**config.mk**
```make
export PLATFORM = sky130hd
export DESIGN_NAME = max7219_rx_decoder
export DESIGN_NICKNAME = d
export VERILOG_FILES = /design/src/rtl/max7219_pkg.sv /design/src/rtl/max7219_sync_edge.sv /design/src/rtl/max7219_rx_decoder.sv
export SDC_FILE = /design/constraint.sdc
export NUM_CORES = 1
export LEC_CHECK = 0
export CORE_ASPECT_RATIO = 1.75
export CORE_UTILIZATION = 54
export CTS_CLUSTER_SIZE = 14
export DETAILED_ROUTE_END_ITERATION = 12
export GPL_ROUTABILITY_DRIVEN = 0
export GPL_TIMING_DRIVEN = 0
export PLACE_DENSITY = 0.74
export SYNTH_ARGS = -nofsm -noshare
export SYNTH_HDL_FRONTEND = slang
export SYNTH_SLANG_ARGS = --single-unit
```
**constraint.sdc**
```tcl
create_clock -name clk -period 19.4 [get_ports clk]
set_input_delay 3.88 -clock clk [delete_from_list [all_inputs] [get_ports clk]]
set_output_delay 3.88 -clock clk [all_outputs]
set_load 0.02 [all_outputs]
```
**src/rtl/max7219_pkg.sv**
```systemverilog
// rtl/max7219_pkg.sv - shared types and word field positions for the MAX7219 serial link
package max7219_pkg;

  localparam int C_WORD_W   = 16;
  localparam int C_ADDR_LSB = 8;
  localparam int C_ADDR_W   = 4;
  localparam int C_DATA_LSB = 0;
  localparam int C_DATA_W   = 8;

  typedef enum logic {
    S_IDLE = 1'b0,
    S_EMIT = 1'b1
  } state_e;

  function automatic logic [C_ADDR_W-1:0] word_addr(input logic [C_WORD_W-1:0] w);
    return w[C_ADDR_LSB +: C_ADDR_W];
  endfunction

  function automatic logic [C_DATA_W-1:0] word_data(input logic [C_WORD_W-1:0] w);
    return w[C_DATA_LSB +: C_DATA_W];
  endfunction

endpackage

```
**src/rtl/max7219_sync_edge.sv**
```systemverilog
// rtl/max7219_sync_edge.sv - multi-flop synchronizer with rising-edge detector
module max7219_sync_edge #(
  parameter int G_SYNC_STAGES = 2
) (
  input  logic clk,
  input  logic rst,
  input  logic d_i,
  output logic level_o,
  output logic rise_o
);

  logic [G_SYNC_STAGES-1:0] sync_q;
  logic                     prev_q;

  // Synchronizer chain followed by one delay flop used for edge detection
  always_ff @(posedge clk or posedge rst) begin
    if (rst) begin
      sync_q <= '0;
      prev_q <= 1'b0;
    end else begin
      sync_q <= {sync_q[G_SYNC_STAGES-2:0], d_i};
      prev_q <= sync_q[G_SYNC_STAGES-1];
    end
  end

  assign level_o = sync_q[G_SYNC_STAGES-1];
  assign rise_o  = sync_q[G_SYNC_STAGES-1] & ~prev_q;

endmodule

```
**src/rtl/max7219_rx_decoder.sv**
```systemverilog
// rtl/max7219_rx_decoder.sv - deserializes daisy-chained MAX7219 frames into per-device words
module max7219_rx_decoder
  import max7219_pkg::*;
#(
  parameter int G_NB_MATRIX   = 8,
  parameter int G_SYNC_STAGES = 2
) (
  input  logic       clk,
  input  logic       rst,
  input  logic       i_max7219_clk,
  input  logic       i_max7219_din,
  input  logic       i_max7219_load,
  input  logic       i_ready,
  output logic       o_word_valid,
  output logic [3:0] o_word_matrix,
  output logic [3:0] o_word_addr,
  output logic [7:0] o_word_data,
  output logic       o_frame_done,
  output logic       o_frame_err,
  output logic       o_overrun,
  output logic       o_busy
);

  localparam int                 C_FRAME_BITS = C_WORD_W * G_NB_MATRIX;
  localparam int                 C_CNT_W      = $clog2(C_FRAME_BITS + 2);
  localparam logic [C_CNT_W-1:0] C_CNT_FULL   = C_CNT_W'(C_FRAME_BITS);
  localparam logic [C_CNT_W-1:0] C_CNT_SAT    = C_CNT_W'(C_FRAME_BITS + 1);
  localparam logic [C_CNT_W-1:0] C_CNT_ONE    = C_CNT_W'(1);
  localparam logic [3:0]         C_LAST_IDX   = 4'(G_NB_MATRIX - 1);

  logic sclk_rise, din_lvl, load_rise;
  logic sclk_lvl_unused, din_rise_unused, load_lvl_unused;

  logic [C_FRAME_BITS-1:0] shift_q, shift_d;
  logic [C_FRAME_BITS-1:0] frame_q, frame_d;
  logic [C_CNT_W-1:0]      cnt_q, cnt_d, cnt_shifted;
  state_e                  state_q, state_d;
  logic [3:0]              idx_q, idx_d;
  logic                    done_q, done_d;
  logic                    err_q, err_d;
  logic                    ovr_q, ovr_d;
  logic [C_WORD_W-1:0]     cur_word;

  max7219_sync_edge #(.G_SYNC_STAGES(G_SYNC_STAGES)) u_sync_clk (
    .clk(clk), .rst(rst), .d_i(i_max7219_clk), .level_o(sclk_lvl_unused), .rise_o(sclk_rise)
  );

  max7219_sync_edge #(.G_SYNC_STAGES(G_SYNC_STAGES)) u_sync_din (
    .clk(clk), .rst(rst), .d_i(i_max7219_din), .level_o(din_lvl), .rise_o(din_rise_unused)
  );

  max7219_sync_edge #(.G_SYNC_STAGES(G_SYNC_STAGES)) u_sync_load (
    .clk(clk), .rst(rst), .d_i(i_max7219_load), .level_o(load_lvl_unused), .rise_o(load_rise)
  );

  // Shift in serial data; a coincident load sees the count including this bit
  always_comb begin
    shift_d     = shift_q;
    cnt_shifted = cnt_q;
    if (sclk_rise) begin
      shift_d = {shift_q[C_FRAME_BITS-2:0], din_lvl};
      if (cnt_q != C_CNT_SAT) begin
        cnt_shifted = cnt_q + C_CNT_ONE;
      end
    end
    cnt_d = load_rise ? '0 : cnt_shifted;
  end

  // Frame acceptance and word emission FSM, next-state and pulse outputs
  always_comb begin
    state_d = state_q;
    idx_d   = idx_q;
    frame_d = frame_q;
    done_d  = 1'b0;
    err_d   = 1'b0;
    ovr_d   = 1'b0;
    case (state_q)
      S_IDLE: begin
        if (load_rise && (cnt_shifted == C_CNT_FULL)) begin
          frame_d = shift_d;
          idx_d   = '0;
          state_d = S_EMIT;
        end
      end
      S_EMIT: begin
        if (i_ready) begin
          if (idx_q == C_LAST_IDX) begin
            state_d = S_IDLE;
            done_d  = 1'b1;
          end else begin
            idx_d = idx_q + 4'd1;
          end
        end
      end
      default: state_d = S_IDLE;
    endcase
    if (load_rise) begin
      if (cnt_shifted != C_CNT_FULL) begin
        err_d = 1'b1;
      end else if (state_q == S_EMIT) begin
        ovr_d = 1'b1;
      end
    end
  end

  // State, datapath and pulse registers
  always_ff @(posedge clk or posedge rst) begin
    if (rst) begin
      shift_q <= '0;
      frame_q <= '0;
      cnt_q   <= '0;
      state_q <= S_IDLE;
      idx_q   <= '0;
      done_q  <= 1'b0;
      err_q   <= 1'b0;
      ovr_q   <= 1'b0;
    end else begin
      shift_q <= shift_d;
      frame_q <= frame_d;
      cnt_q   <= cnt_d;
      state_q <= state_d;
      idx_q   <= idx_d;
      done_q  <= done_d;
      err_q   <= err_d;
      ovr_q   <= ovr_d;
    end
  end

  // Select the frame-buffer slice for the device currently being emitted
  always_comb begin
    cur_word = '0;
    for (int k = 0; k < G_NB_MATRIX; k++) begin
      if (idx_q == 4'(k)) begin
        cur_word = frame_q[k*C_WORD_W +: C_WORD_W];
      end
    end
  end

  assign o_word_valid  = (state_q == S_EMIT);
  assign o_busy        = (state_q == S_EMIT);
  assign o_word_matrix = o_word_valid ? idx_q : 4'd0;
  assign o_word_addr   = o_word_valid ? word_addr(cur_word) : 4'd0;
  assign o_word_data   = o_word_valid ? word_data(cur_word) : 8'd0;
  assign o_frame_done  = done_q;
  assign o_frame_err   = err_q;
  assign o_overrun     = ovr_q;

endmodule
```
# After elaboration in Yosys (flattened, before gate mapping)
# Cells that the tools add are included.
[word_totals] rom_bits=0 ff_bits=276 ramBits=0 latch_bits=0 mem_count=0
[op_classes] eq_ne=13 n_lt_le_gt_ge=0 n_shift=0 multipliers=0 n_addsub=2 bitwise=5 div_mod_pow=0 mux=31 n_reduce_logical=4
[op_table] cell="two-way mux 128 bit" count=1
[op_table] cell="two-way mux 12 bit" count=8
[op_table] cell="two-way mux 8 bit" count=4
[op_table] cell="two-way mux 4 bit" count=5
[op_table] cell="equality test 4 x 3 -> 1 bit, second input constant" count=4
[op_table] cell="inequality test 8 bit, second input constant" count=2
[op_table] cell="two-way mux 1 bit" count=11
[op_table] cell="adder 8 x 1 -> 8 bit, second input constant" count=1
[op_table] cell="equality test 4 x 2 -> 1 bit, second input constant" count=2
[op_table] cell="equality test 8 bit, second input constant" count=1
[op_table] cell="one-hot mux 4 bit (2 select lines)" count=1
[op_table] cell="inequality test 2 bit, second input constant" count=3
[op_table] cell="adder 4 x 1 -> 4 bit, second input constant" count=1
[op_table] cell="equality test 4 x 1 -> 1 bit, second input constant" count=1
[op_table] cell="logical NOT 4 bit" count=1
[op_table] cell="inverter 1 bit" count=3
[op_table] cell="AND reduction 3 bit" count=1
[op_table] cell="bitwise AND 1 bit" count=2
[op_table] cell="one-hot mux 1 bit (2 select lines)" count=1
[op_table] cell="AND reduction 2 bit" count=1
[op_table] cell="logical AND 1 bit" count=1

# Depth between registers and ports, before layout
[logic_depth] depth_word=10 depth_mapped=9 mapped_depth_nobuf=7

# By module
# From an unflattened synthesis, not the netlist that was laid out.
[hier_totals] hier_cells=703 area_unflattened_um2=10640.2
[modules_own_cells] mod="max7219_rx_decoder" cells_per_inst=688 area_per_inst_um2=10362.4 n_inst=1
[modules_own_cells] mod="max7219_sync_edge" cells_per_inst=5 area_per_inst_um2=92.6 n_inst=3

# Least setup slack after synthesis
# Ideal clock, no wire load.
[synth_path] path_kind="register to output" startpoint="reg idx_q[0]" endpoint="out o_word_addr[0]" required_time_ps=15520 arrival_time_ps=2261 path_stages_with_launch=10 slack_ps=13259 n_path_buf=2 cell_sequence="dfrtp_1 > inv_1 > ha_1 > clkbuf_1 > clkbuf_1 > a21oi_1 > a221oi_1 > o221ai_1 > a21o_1 > a21boi_0"
[synth_via] elab_chain_cells=10 elab_cells_between_ends=17
[synth_rtl] item="from (decl)" line="max7219_rx_decoder.sv:38" rtl="logic [3:0] idx_q, idx_d;"
[synth_rtl] item="from (signal assigned)" line="max7219_rx_decoder.sv:122" rtl="idx_q <= idx_d;"
[synth_rtl] item="logical NOT 4 bit" line="max7219_rx_decoder.sv:133" rtl="if (idx_q == 4'(k)) begin"
[synth_rtl] item="two-way mux 12 bit (7 in series)" line="max7219_rx_decoder.sv:133"
[synth_rtl] item="two-way mux 12 bit (*)" line="max7219_rx_decoder.sv:133"
[synth_rtl] item="two-way mux 4 bit (*)" line="max7219_rx_decoder.sv:142" rtl="assign o_word_addr = o_word_valid ? word_addr(cur_word) : 4'd0;"
[synth_rtl] item="to (decl)" line="max7219_rx_decoder.sv:16" rtl="output logic [3:0] o_word_addr,"
# Mark *: on every way between the ends. The rest lies on a longest branch, timed or not.

# Worst setup path after layout
[layout_path] startpoint="reg idx_q[0]" endpoint="out o_word_addr[1]"
# The elaborated chain is that of the path after synthesis.

==> results_dict.tcl <==
set metrics [dict create \
    grt_max_degree 128 \
    fp-row-count 66 \
    min-delay-path-class "reg -> reg" \
    grtUsageTotal_pct 26.1 \
    area_growth_pct 13.5 \
    r2r_start "cnt_q[3]" \
    yosys.area.top_type_share_pct 58.6 \
    met2_length_um 12400 \
    via_per_inst 5.65 \
    synth-edff-count 0 \
    rsz0062_at_grt "no" \
    worstHoldStart "u_sync_din.sync_q[0]" \
    coreArea_mm2 0.0187 \
    cts-htree-levels 1 \
    tns_ns 0 \
    skew_ns 0.0115 \
    ys_types 49 \
    start_util_pct 55.6 \
    antenna_left 0 \
    ys_seq_area_share_pct 58.6 \
    power_density_mw_per_mm2 87.3 \
    async_flop_share_pct 100 \
    yosys_warnings 0 \
    cp_slowest_cell "clkdlybuf4s50_1" \
    cts.repair.resized 0 \
    cts_tree "yes" \
    syn-cell-area_mm2 0.0104 \
    leakagePower_nw 6.03 \
    die_x_um 107 \
    peakVddDrop_uv 60.5 \
    setup-violations-final 0 \
    cts_root_buffer "clkbuf_16" \
    cp_common_cell "clkbuf_1" \
    crit_cells 10 \
    synthesis.instances 1023 \
    cts_sinks 244 \
    cts_buffers 23 \
    drive_above_1_share_pct 13.3 \
    crit_start "idx_q[0]" \
    clkTransAtPathRegs_ns 0.06 \
    critPathBufInv 4 \
    rr_endpoint "frame_q[89]" \
    critical_path.cell_chain "inv_1 > ha_1 > clkbuf_1 > clkbuf_1 > a21oi_1 > a221oi_1 > o221ai_1 > a21o_1 > a21boi_0 > clkdlybuf4s50_1" \
    finalCriticalPeriod_ns 7.79 \
    arrival_ns 3.91 \
    drt_pass1_iterations 5 \
    slew_headroom_pct 45.9 \
    min_period_over_period_pct 40.2 \
    critPathMaxFanout 10 \
    crit_path_end_kind "output pin" \
    synth_area_leaders "dfrtp_1, nand2_1, mux2_2, a21oi_1, clkbuf_1" \
    pin_count 27 \
    tightest_slew_ns 0.811 \
    syn_nets 1035 \
    cts_setup_buffers 0 \
    clkLatencyLatePin_ns 0.51 \
    cp-endpoint "o_word_addr[1]" \
    worstSetupStartpointType "register" \
    nNetsFinal 1088 \
    r2r_slack_ns 16.08 \
    path_delay_family "buffers and inverters" \
    synth-seq-cells 244 \
    die_y_um 186 \
    crit_required_ns 15.52 \
    hold_depth 0 \
    vias 7493 \
    topRoutingLayerUsed "met4" \
    yosysTopAreaCell "dfrtp_1" \
    overflow 0 \
    diodes 0 \
    drv_cap 0 \
    fillCellCount 1537 \
    antenna_found_initial 0 \
    drc 0 \
    met3_length_um 796 \
    fmax_ghz 0.128 \
    synthTopCellsByCount "nand2_1, dfrtp_1, mux2_2, clkbuf_1, a21oi_1" \
    grt_pass1_vias 7606 \
    grt_first_pass_wirelength_um 39500 \
    outcome "finished, final reports clean" \
    crit_type "reg -> out" \
    place.port_buffers 26 \
    hold_viol 0 \
    slowest_delay_ns 0.67 \
    whs_ns 0.353 \
    yosysMostFrequentCell "nand2_1" \
    cts_hold_buf 0 \
    dp_hpwl_um 17600 \
    clockBufferDepth 3 \
    routed_wl_um 24300 \
    routedWlPerCell_um 18.3 \
    slew_viol_final 0 \
    die-area_mm2 0.0199 \
    rr_worst_depth 8 \
    syn_area_per_cell_um2 10.2 \
    met1Wirelength_um 9450 \
    synth_ff_type "dfrtp_1" \
    drt_iter0_markers 473 \
]
per-layer routing:
metal  vias up  global-route usage, %
met3        77                   2.80
met4         0                   17.6
li1       3483                      -
met2       188                   45.2
met1      3745                   30.3
met5         -                      0
placed cells by master (no fill, tap or decap), types with 3 or more instances in the layout:
cell type,instances
clkbuf_8,7
nor3_1,4
and2_1,5
clkbuf_16,23
o21ai_0,18
o221ai_1,10
clkdlybuf4s50_1,26
nand4_1,3
ha_1,6
nor2b_1,7
a21oi_1,38
nand2b_1,4
nand3b_1,21
buf_2,9
bufinv_16,3
dfrtp_1,244
mux2_2,90
nor2_1,15
mux2_1,7
inv_1,13
a21o_1,10
nand2_1,396
clkinv_2,3
a221oi_1,12
buf_1,6
xor2_1,7
a21boi_0,11
clkbuf_1,50
and3b_1,4
worst reg2reg max path, stage by stage (launching register included):
cell and delay (ns):
dfrtp_1 0.36, clkbuf_1 0.18, or3_1 0.47, or4_1 0.47
and3_1 0.24, nor4_4 0.55, buf_2 0.39, buf_6 0.21
mux2_1 0.34
layout make-up:
| type | count | area [µm²] | area share (%) |
|---|---|---|---|
| plain buffers | 66 | 270 | 2.28 |
| clock buffers | 31 | 676 | 5.71 |
| clock inverters | 7 | 114 | 0.962 |
| inverters | 14 | 60.1 | 0.508 |
| multi-input cells | 699 | 4000 | 33.8 |
| flip-flops and latches | 244 | 6110 | 51.6 |
| well taps | 238 | 298 | 2.52 |
| repair buffers | 28 | 315 | 2.66 |
how the worst min path moves through the flow:
stage | end
final | u_sync_din.sync_q[1]
after global routing | u_sync_din.sync_q[1]
after CTS | u_sync_din.sync_q[1]
after detailed placement | u_sync_din.sync_q[1]
after global placement | u_sync_din.sync_q[1]
after floorplan | u_sync_clk.sync_q[1]
power by group:
part	internal, mW	switching (mW)	leakage, nW	total, mW
Clock	0.282	0.187	0.394	0.469
Sequential	0.517	0.00556	3.37	0.523
Combinational	0.0102	0.0311	2.26	0.0413
Total	0.810	0.224	6.03	1.03
per-stage QoR:
step | utilization [%] | power (mW) | instances | worst slack (ns) | cell area, µm²
floorplan | - | 0.559 | 1023 | 8.82 | 10400
global placement | 58.6 | 0.572 | 1287 | 6.02 | 11000
detailed placement | 58.9 | 0.574 | 1289 | 12.15 | 11000
CTS | 63.1 | 1.04 | 1327 | 11.61 | 11800
global route | 63.1 | 1.07 | 1327 | 11.42 | 11800
finish | 63.1 | 1.03 | 1327 | 11.61 | 11800
kinds of logic after synthesis:
logic type / synth area share, %
fa+ha+maj: 0.720
simple gates: 19.3
buf+inv: 3.10
xor+xnor: 0.756
compound gates: 7.09
flops: 58.6
mux: 10.5
Power figures use the tool's default switching activity.
==> patch, RTL diff (config.mk and constraints unchanged) <==
`G_NB_MATRIX`: 8 -> 16.
--- a/src/rtl/max7219_rx_decoder.sv
+++ b/src/rtl/max7219_rx_decoder.sv
@@ -3,5 +3,5 @@
   import max7219_pkg::*;
 #(
-  parameter int G_NB_MATRIX   = 8,
+  parameter int G_NB_MATRIX   = 16,
   parameter int G_SYNC_STAGES = 2
 ) (
Function: same outputs for any inputs over 10 cycles, from zero or initial values and one cycle with rst high; that may be too few to reach the edited logic, so the function may still have changed.
==> patch against the unedited design <==
Cell count rose by 91%; wire length rose by 110%; power rose by 83%; synthesized area rose by 96%; sequential cell count rose by 225; sequential power rose by 90%; setup slack got worse by 740 ps; sequential share of layout area barely moved; design area rose by 92%; register-to-register slack improved by 250 ps; critical endpoint is now o_word_data[0].
==> patch: results (changes against the unedited design) <==
placed cells 2458 (+91%); CP arrival 4650 ps (+740 ps); slowest cell delay on critical path 710 ps (+40 ps); final wirelength 51.6 mm (+110%); post-synthesis sequential area ratio 0.575 (-0.0111); M1 WL 19.2 mm (+100%); Iter 0 DRT Violations 1158 (+140%); CTS H-tree lvls 2 (+1); P_leak 12.4 nW (+110%); Clock Skew 20.9 ps (+9.34 ps); largest net degree at the start of global routing 127 (-0.78%); top post-synthesis cells by area dfrtp_1 (57%), nand2_1 (15%), mux2_4 (11%); cts bufs inserted 43 (+87%); measured slew at the worst slew-check pin 1250 ps (+442 ps); HPWL Detailed 36.8 mm (+110%); worst-skew pair later-pin latency 570 ps (+60 ps); layout cells sized above 1 0.143 (+0.00943); slowest cell on the critical path a221oi_1; nets@finish 2040 (+88%); synth cell count leaders nand2_1 (805), dfrtp_1 (469), mux2_4 (147); Yosys cell types 56 (+14%); vias 14478 (+93%); met3 WL 2.53 mm (+220%); vias in the first global route 14955 (+97%); Initial DRT Pass Iterations 6 (+1); Post-DP Area 21400 µm² (+93%); Vias/cell 5.72 (+1.3%); first-pass GRT wire length 82.0 mm (+110%); Gate Count Post-Synth 1954 (+91%); # Post-CTS Setup Buffers 0 (unchanged); Overall Global Routing Usage 0.280 (+0.0189); Post-Place Worst Slack 11700 ps (-446 ps); outcome finished, final reports clean; Worst VDD drop 74.1 µV (+22%); met2 wire len 24.9 mm (+100%)
[patch: changes by cell type after synthesis, sizes merged, moves of 22 or more]
| cell | before | now |
|---|---|---|
| inv | 14 | 37 |
| nand2 | 396 | 805 |
| o22ai | 0 | 22 |
| dfrtp | 244 | 469 |
| mux2 | 97 | 192 |
| a21oi | 38 | 61 |
| clkbuf | 49 | 92 |
[patch: path summary, 6_finish.rpt]
| kind | from | endpoint | slack [ps] | cells past startpoint |
|---|---|---|---|---|
| hold reg to reg | u_sync_load.sync_q[0] | u_sync_load.sync_q[1] | 350 | 0 |
| min in group asynchronous | rst | asynchronous set/reset pin | 3900 | 2 |
| max in group asynchronous | rst | shift_q[106] | 14350 | 3 |
| setup reg to reg | u_sync_clk.sync_q[1] | flop | 16330 | 6 |
| hold / removal | u_sync_load.sync_q[0] | u_sync_load.sync_q[1] | 350 | 0 |
| setup / recovery | idx_q[0] | o_word_data[0] | 10870 | 10 |
[patch: final cells by class]
class | count | area [µm²]
Fill cell | 2925 | 14300
Sequential cell | 469 | 11700
Multi-Input combinational cell | 1322 | 7910
Clock buffer | 59 | 1230
Buffer | 126 | 636
Tap cell | 475 | 594
Timing Repair Buffer | 29 | 343
Inverter | 37 | 146
Clock inverter | 13 | 134
[patch: cell families (layout without fill, tap and decap cells)]
group	after synthesis	in the layout	share of synthesized area
multiplexers	193	193	0.133
adder cells (fa/ha/maj)	6	6	0.00368
AND/OR/NAND/NOR	905	905	0.178
XOR/XNOR	10	10	0.00429
AO/OA/AOI/OAI	208	208	0.0686
flip-flops	469	469	0.575
buffers and inverters	163	264	0.0379
[patch: metrics by stage]
stage	TNS [ps]	hold slack, ps	utilization	power [mW]
detailed placement	0	340	0.578	1.07
CTS	0	355	0.614	1.91
global route	0	362	0.614	1.95
global placement	-1027370	335	0.575	1.07
floorplan	0	331	-	1.05
finish	0	352	0.614	1.89
[patch: power by group]
| group | internal, mW | total, mW | switching (mW) |
|---|---|---|---|
| Combinational | 0.0121 | 0.0617 | 0.0495 |
| Clock | 0.469 | 0.839 | 0.370 |
| Sequential | 0.986 | 0.992 | 0.00591 |
[patch: layer usage]
| layer | vias up | global-route usage |
|---|---|---|
| met5 | - | 0 |
| met4 | 0 | 0.232 |
| met3 | 211 | 0.0355 |
| met2 | 543 | 0.459 |
| met1 | 7169 | 0.326 |
| li1 | 6555 | - |
[patch: critical path: cells and delay by family, from the launching register on]
kind            cells  cell delay, ps
buf+inv             4            1730
fa+ha+maj           1             230
simple gates        1             140
compound gates      4            1530
flops               1             450
